$ cat src/rtl/morph_edge_stream.sv
// Streaming threshold + 3x3 binary morphology (erode/dilate/gradients) using
// two 1-bit line buffers; one 8-bit result per input pixel in raster order.
module morph_edge_stream #(
    parameter int IMG_W = 320,
    parameter int IMG_H = 240,
    parameter int CW    = 17
) (
    input  logic          clk_i,
    input  logic          rst_ni,
    input  logic          start_i,
    input  logic [7:0]    thr_i,
    input  logic [1:0]    mode_i,
    input  logic          in_valid_i,
    input  logic [7:0]    in_data_i,
    output logic          in_ready_o,
    output logic          out_valid_o,
    output logic [7:0]    out_data_o,
    input  logic          out_ready_i,
    output logic          busy_o,
    output logic          frame_done_o,
    output logic [2:0]    state_o,
    output logic [CW-1:0] pix_cnt_o
);

    typedef enum logic [2:0] {
        S_IDLE  = 3'd0,
        S_RUN   = 3'd1,
        S_FLUSH = 3'd2,
        S_DONE  = 3'd3
    } state_t;

    localparam int SRL = 2*IMG_W + 3;
    localparam int FW  = $clog2(IMG_W + 2);
    localparam int CLW = $clog2(IMG_W);
    localparam int RW  = $clog2(IMG_H);
    localparam logic [FW-1:0]  FILL_N   = FW'(IMG_W + 1);
    localparam logic [CLW-1:0] COL_LAST = CLW'(IMG_W - 1);
    localparam logic [RW-1:0]  ROW_LAST = RW'(IMG_H - 1);
    localparam logic [CW-1:0]  N_LAST   = CW'(IMG_W*IMG_H - 1);

    state_t          state_q, state_d;
    logic [7:0]      thr_q;
    logic [1:0]      mode_q;
    logic [SRL-2:0]  win_q;
    logic [SRL-1:0]  win_d;
    logic [FW-1:0]   fill_q, flush_q;
    logic [CLW-1:0]  col_q;
    logic [RW-1:0]   row_q;
    logic [CW-1:0]   in_cnt_q, pix_cnt_q;
    logic            out_valid_q;
    logic [7:0]      out_data_q;

    logic slot_free, in_fire, flush_fire, push, primed, out_hs, new_bit;
    logic up, dn, lf, rt, ero, dil, bw, res;
    logic [8:0] taps;

    assign slot_free  = !out_valid_q || out_ready_i;
    assign in_fire    = (state_q == S_RUN) && in_valid_i && slot_free;
    assign flush_fire = (state_q == S_FLUSH) && (flush_q != FILL_N) && slot_free;
    assign push       = in_fire || flush_fire;
    assign primed     = (fill_q == FILL_N);
    assign out_hs     = out_valid_q && out_ready_i;
    assign new_bit    = in_fire && (in_data_i >= thr_q);
    // Flat shift register: bit i holds the pixel pushed i steps ago, so the
    // three window rows sit at offsets 0, IMG_W and 2*IMG_W.
    assign win_d      = {win_q, new_bit};

    always_comb begin
        up = (row_q != '0);
        dn = (row_q != ROW_LAST);
        lf = (col_q != '0);
        rt = (col_q != COL_LAST);
        taps[0] = win_d[0]         & dn & rt;
        taps[1] = win_d[1]         & dn;
        taps[2] = win_d[2]         & dn & lf;
        taps[3] = win_d[IMG_W]     & rt;
        taps[4] = win_d[IMG_W+1];
        taps[5] = win_d[IMG_W+2]   & lf;
        taps[6] = win_d[2*IMG_W]   & up & rt;
        taps[7] = win_d[2*IMG_W+1] & up;
        taps[8] = win_d[2*IMG_W+2] & up & lf;
        ero = &taps;
        dil = |taps;
        bw  = taps[4];
        unique case (mode_q)
            2'd0:    res = ero;
            2'd1:    res = dil;
            2'd2:    res = bw & ~ero;
            default: res = dil & ~bw;
        endcase
    end

    always_ff @(posedge clk_i or negedge rst_ni) begin
        if (!rst_ni) state_q <= S_IDLE;
        else         state_q <= state_d;
    end

    always_comb begin
        state_d = state_q;
        unique case (state_q)
            S_IDLE:  if (start_i) state_d = S_RUN;
            S_RUN:   if (in_fire && (in_cnt_q == N_LAST)) state_d = S_FLUSH;
            S_FLUSH: if (out_hs && (pix_cnt_q == N_LAST)) state_d = S_DONE;
            default: state_d = S_IDLE;
        endcase
    end

    always_ff @(posedge clk_i or negedge rst_ni) begin
        if (!rst_ni) begin
            thr_q       <= '0;
            mode_q      <= '0;
            win_q       <= '0;
            fill_q      <= '0;
            flush_q     <= '0;
            col_q       <= '0;
            row_q       <= '0;
            in_cnt_q    <= '0;
            pix_cnt_q   <= '0;
            out_valid_q <= 1'b0;
            out_data_q  <= '0;
        end else begin
            if ((state_q == S_IDLE) && start_i) begin
                thr_q     <= thr_i;
                mode_q    <= mode_i;
                win_q     <= '0;
                fill_q    <= '0;
                flush_q   <= '0;
                col_q     <= '0;
                row_q     <= '0;
                in_cnt_q  <= '0;
                pix_cnt_q <= '0;
            end
            if (in_fire)    in_cnt_q <= in_cnt_q + 1'b1;
            if (flush_fire) flush_q  <= flush_q + 1'b1;
            if (push) begin
                win_q <= win_d[SRL-2:0];
                if (!primed) begin
                    fill_q <= fill_q + 1'b1;
                end else if (col_q == COL_LAST) begin
                    col_q <= '0;
                    row_q <= (row_q == ROW_LAST) ? '0 : row_q + 1'b1;
                end else begin
                    col_q <= col_q + 1'b1;
                end
            end
            if (push && primed) begin
                out_valid_q <= 1'b1;
                out_data_q  <= {8{res}};
            end else if (out_hs) begin
                out_valid_q <= 1'b0;
            end
            if (out_hs) pix_cnt_q <= pix_cnt_q + 1'b1;
        end
    end

    assign in_ready_o   = (state_q == S_RUN) && slot_free;
    assign out_valid_o  = out_valid_q;
    assign out_data_o   = out_data_q;
    assign busy_o       = (state_q != S_IDLE);
    assign frame_done_o = (state_q == S_DONE);
    assign state_o      = state_q;
    assign pix_cnt_o    = pix_cnt_q;

endmodule

$ cat config.mk
export PLATFORM = sky130hd
export DESIGN_NAME = morph_edge_stream
export DESIGN_NICKNAME = d
export VERILOG_FILES = /design/src/rtl/morph_edge_stream.sv
export SDC_FILE = /design/constraint.sdc
export NUM_CORES = 1
export LEC_CHECK = 0
export BUFFER_PORTS_ARGS = -buffer_cell sky130_fd_sc_hd__buf_2
export CAP_MARGIN = 20
export CORE_UTILIZATION = 60
export DETAILED_ROUTE_END_ITERATION = 8
export PLACE_DENSITY_LB_ADDON = 0.2
export SLEW_MARGIN = 40
export SYNTH_ARGS = -nofsm -noshare
export SYNTH_HDL_FRONTEND = slang
export SYNTH_SLANG_ARGS = --single-unit
export TNS_END_PERCENT = 30
$ cat constraint.sdc
create_clock -name clk_i -period 2.8 [get_ports clk_i]
set_input_delay 0.56 -clock clk_i [delete_from_list [all_inputs] [get_ports clk_i]]
set_output_delay 0.56 -clock clk_i [all_outputs]
set_load 0.02 [all_outputs]
# Word level (Yosys, flattened, before mapping)
# Index checks and enable logic that the tools add are counted.
# W data, S select, Z words.
# op_classes
order_cmp	1
n_reduce_logical	27
add_sub_neg	6
bitwise	16
n_mux	26
n_eq_ne	16
# ops
cell	n
$mux W642	2
$mux W9	9
$mux W17	3
$mux W8	5
$add A17 B1 Y17 const B	2
$eq A17 B17 Y1 const B	2
$add A9 B1 Y9 const B	3
$eq A9 B9 Y1 const B	2
$ne A9 B9 Y1 const B	2
$and A1 B1 Y1	14
$logic_and A1 B1 Y1	11
$reduce_bool A2 Y1	5
$mux W3	3
$pmux W3 S3	1
$reduce_and A9 Y1	1
$reduce_bool A9 Y1	1
$reduce_or A9 Y1	1
$add A8 B1 Y8 const B	1
$eq A8 B8 Y1 const B	1
$ge A8 B8 Y1	1
$ne A8 B8 Y1 const B	1
$reduce_bool A8 Y1	1
$eq A3 B2 Y1 const B	2
$ne A2 B1 Y1 const B	2
13 further kinds	16
# word_totals
out_inout_bits	32
word_cells	104
input_bits	23
reg_bits	726

# Logic depth before layout (Yosys ltp)
# depth
ltp_word	10
mapped_depth	10
depth_no_buf	8

# Worst setup path before layout
# OpenSTA, ideal clock, no wires.
# synth_timing
path_type	input -> register
startpoint	in in_data_i[0]
endpoint	reg, netlist name out_data_o[0]
n_path_buf	0
setup_ns	0.126
stages	8
slack_ns	0.506
arrival_time_ns	2.168
required_ns	2.674
cell_sequence	inv_1 > ha_1 > nand2b_1 > a2111oi_0 > o31a_1 > or4_1 > o21a_1 > o32a_1
# synth_via
elab_chain_cells	8
elab_cells_between_ends	10
cone_classes	order compare (1); mux (1); bitwise (5); reduce/logical (3)
# synth_lines
element	line	source
start: declaration	14	input logic [7:0] in_data_i,
$ge A8 B8 Y1 (*)	63	assign new_bit = in_fire && (in_data_i >= thr_q);
$logic_and A1 B1 Y1 (*)	63	
$and A1 B1 Y1 (*) (2 in a row)	73	taps[0] = win_d[0] & dn & rt;
$reduce_and A9 Y1	82	ero = &taps;
$not A1 Y1	88	2'd2: res = bw & ~ero;
$and A1 B1 Y1	88	
$pmux W1 S3 (*)	85	unique case (mode_q)
# Mark *: on every way between the ends. The rest lies on a longest branch, timed or not.
# A chain may end at the register's enable or synchronous reset.

# Final worst setup path
# layout_timing
startpoint	reg flush_q[1]
endpoint	reg win_q[264]
# layout_via
elab_chain_cells	5
elab_cells_between_ends	6
cone_classes	eq/ne (1); mux (1); reduce/logical (4)
# layout_lines
element	line	source
start: declaration	46	logic [FW-1:0] fill_q, flush_q;
start signal: assignment	134	if (flush_fire) flush_q <= flush_q + 1'b1;
$ne A9 B9 Y1 (*)	59	assign flush_fire = (state_q == S_FLUSH) && (flush_q != FILL_N) && slot_free;
$logic_and A1 B1 Y1 (*) (2 in a row)	59	
$logic_or A1 B1 Y1 (*)	60	assign push = in_fire || flush_fire;
$mux W642 or $reduce_bool A2 Y1 (tied branches)	-	
end signal: assignment	136	win_q <= win_d[SRL-2:0];
end: declaration	44	logic [SRL-2:0] win_q;
# Marked as above.

==> run metrics <==
outcome=complete, no violations; P_leak=0.0151 µW; Avg Cell Area, Syn=13.8 µm²; Placer Congestion=~0.84; chip height=between 200 and 250 µm; clock skew=25.7 ps; Async SR Flop Fraction=1.00; Syn-to-layout area delta=13.2%; worst min path class=in2reg; CTS buffer count=72; CTS tree=built; Die ar.=0.0459 mm²; Clk Latency, worst-skew pair=about 600 ps; Starting Density=0.609; Die Width=between 200 and 250 µm; top cells by area, synth=dfrtp_1 (67%), a22o_1 (21%), o21ai_0 (1.6%); Starting DRT DRC Count=1325; PwrDens=681 mW/mm²; Site Rows=77; top-area cell type share of the netlist area=0.672; WP data required=3270 ps; largest net degree at the start of global routing=100; main flop type after synthesis=dfrtp_1; Mapped Nets=between 1500 and 2000; RSZ-0062 raised after global routing=false; Final Hold Violating Endpoints=0; Hold Buf Count CTS=1; io pins=55; Avg WL per Cell=18.2 µm; PortBufs=between 50 and 60; Seq/Total Area, Yosys=0.672; minimum clock period=approximately 2500 ps; H-tree levels=3; DRC viols=0; kind of critical path=reg2reg; # diodes=0; Post-Syn Instances=1951; number of max-cap violations=0; Achievable Freq=405 MHz; DRT Pass-1 Iters=5; Final nets=2040; CTS Sinks=725; synth warn=0; CP endpoint kind=register; Post-CTS Setup Inserts=0; period utilization=0.882; setup_tns=0 ps; Vias/cell=6.23; first-pass GRT wire length=about 84000 µm; Yosys top cell by area=dfrtp_1; Antenna Nets Post-Route=0; DP Worst Slack=195 ps; Cell Area, Synth=0.0270 mm²; Tot GR Track Use=0.216; worst-margin pin slew=665 ps; routed via count=16400; Slew Limit Fails=0; vias in the first global route=16700; final WL=47900 µm; final setup fails=0; number of flops mapped to enable cells by yosys=0; Longest Clk Path Bufs=3; core footprint=0.0443 mm²; layout cells sized above 1=0.120; final worst slack=around 330 ps; post-synthesis register bit count=between 700 and 800; Root Driver=clkbuf_16; Post-DP HPWL=26900 µm; post_cts resized=0; initial antenna violation count=0; GR Overflow Total=0; WP data arrival=2940 ps; peak supply drop=~0.48 mV; Critical Path Fanout Max=59; post-synth cell types=55; Worst setup SP type=register; Slew headroom=0.556; Worst-path clk slew=about 60 ps
-- cell usage in the layout, fill, tap and decap left out, drive strengths merged, types with 3 or more instances in the layout --
cell type,synthesis,routed
dfrtp,725,725
a22o,642,642
buf,96,131
clkbuf,66,101
o21ai,89,89
nand2,74,74
nor2,39,39
nand3,38,38
inv,21,24
ha,22,22
and3,20,20
a21oi,16,16
clkinv,0,13
nand4,12,12
o31ai,10,10
and2,8,8
o211ai,6,6
mux2i,6,6
a31oi,5,5
bufinv,0,5
nand2b,4,4
and4,4,4
nor2b,4,4
nor4b,3,3
nor4,3,3
a21o,3,3
o41ai,3,3
nor3,3,3
-- state kept, by name, indices dropped and copies added (netlist names) --
name / count
col_q: 9
fill_q: 9
flush_q: 9
in_cnt_q: 17
mode_q: 2
out_data_o: 1
out_valid_o: 1
pix_cnt_o: 17
row_q: 8
state_o: 2
thr_q: 8
win_q: 642
-- final timing paths --
check	from	to	slack [ps]	cells past startpoint
worst max-delay path	flush_q[1]$_DFFE_PN0P_	win_q[264]$_DFFE_PN0P_	330	9
worst min-delay path	thr_i[6]	thr_q[6]$_DFFE_PN0P_	180	3
worst max register to register	flush_q[1]$_DFFE_PN0P_	win_q[264]$_DFFE_PN0P_	330	9
worst min register to register	flush_q[8]$_DFFE_PN0P_	flush_q[8]$_DFFE_PN0P_	480	1
max in group asynchronous	rst_ni	win_q[284]$_DFFE_PN0P_	1380	3
min in group asynchronous	rst_ni	pix_cnt_o[8]$_DFFE_PN0P_	560	2
-- layout make-up --
| type | instances | area, µm² |
|---|---|---|
| clock inverter | 22 | 253 |
| clock buffer | 101 | 2080 |
| multi-input combinational | 1043 | 7970 |
| tap | 592 | 741 |
| fill | 3011 | 13800 |
| sequential | 725 | 18100 |
| inverter | 21 | 78.8 |
| timing repair buffer | 132 | 1300 |
-- per-stage QoR --
| stage | std cells | area (µm²) | utilization | hold slack (ps) | power [µW] |
|---|---|---|---|---|---|
| final | 2636 | 30600 | 0.690 | 175 | 20800 |
| after global routing | 2636 | 30600 | 0.690 | 174 | 21600 |
| after CTS | 2636 | 30600 | 0.690 | 149 | 21100 |
| after detailed placement | 2512 | 28200 | 0.637 | 468 | 11500 |
| after global placement | 2512 | 28200 | 0.637 | 456 | 11500 |
| after floorplan | 1951 | 27000 | - | 264 | 11100 |
-- cell usage after synthesis (3+ instances only) --
cell type	n
inv_1	21
o31ai_1	10
a31oi_1	5
buf_2	58
o211ai_1	6
mux2i_1	6
nand4_1	12
nor4b_1	3
nor2b_1	4
o21ai_0	86
ha_1	22
a22o_1	642
nand2_1	74
and4_1	4
o41ai_1	3
nand2b_1	4
a21oi_1	16
buf_4	38
a21o_1	3
and2_1	6
clkbuf_1	66
and3_1	20
nor2_1	39
nor4_1	3
nand3_1	38
dfrtp_1	725
-- cells by family (layout without fill, tap and decap cells) --
logic type                 count (synthesis)  count (layout)  synth area share
muxes                                      8               8           0.00306
and+or+nand+nor                          222             222            0.0409
adders and majority gates                 22              22            0.0102
other                                      1               1          0.000139
DFF                                      725             725             0.672
buffers and inverters                    183             276            0.0334
xor gates and xnor gates                   1               1          0.000324
AOI/OAI and AO/OA                        789             789             0.240
-- where the power goes --
group,switching (µW),total [µW],leakage (µW),internal [µW]
registers,41.6,10600,0.0101,10500
clock network,3850,9500,0.00116,5650
logic,558,756,0.00383,198
total,4450,20800,0.0151,16400
-- critical path: stages, from the launching register on --
cell and delay (ps):
dfrtp_1 400, inv_1 70, ha_1 130, or4bb_1 440, o211ai_1 180, buf_4 230
nand2_4 210, buf_12 260, buf_12 200, a22o_1 210
-- routing by layer --
metal | vias up | routed length [µm] | part of all wire | track usage
met5 | - | 0 | 0 | 0
met3 | 61 | 1590 | 0.033 | 0.0359
met1 | 8610 | 23700 | 0.49 | 0.336
li1 | 7508 | - | - | -
met4 | 0 | 765 | 0.016 | 0.0652
met2 | 251 | 21800 | 0.46 | 0.317
No activity file was read; power rests on OpenSTA's default activity.
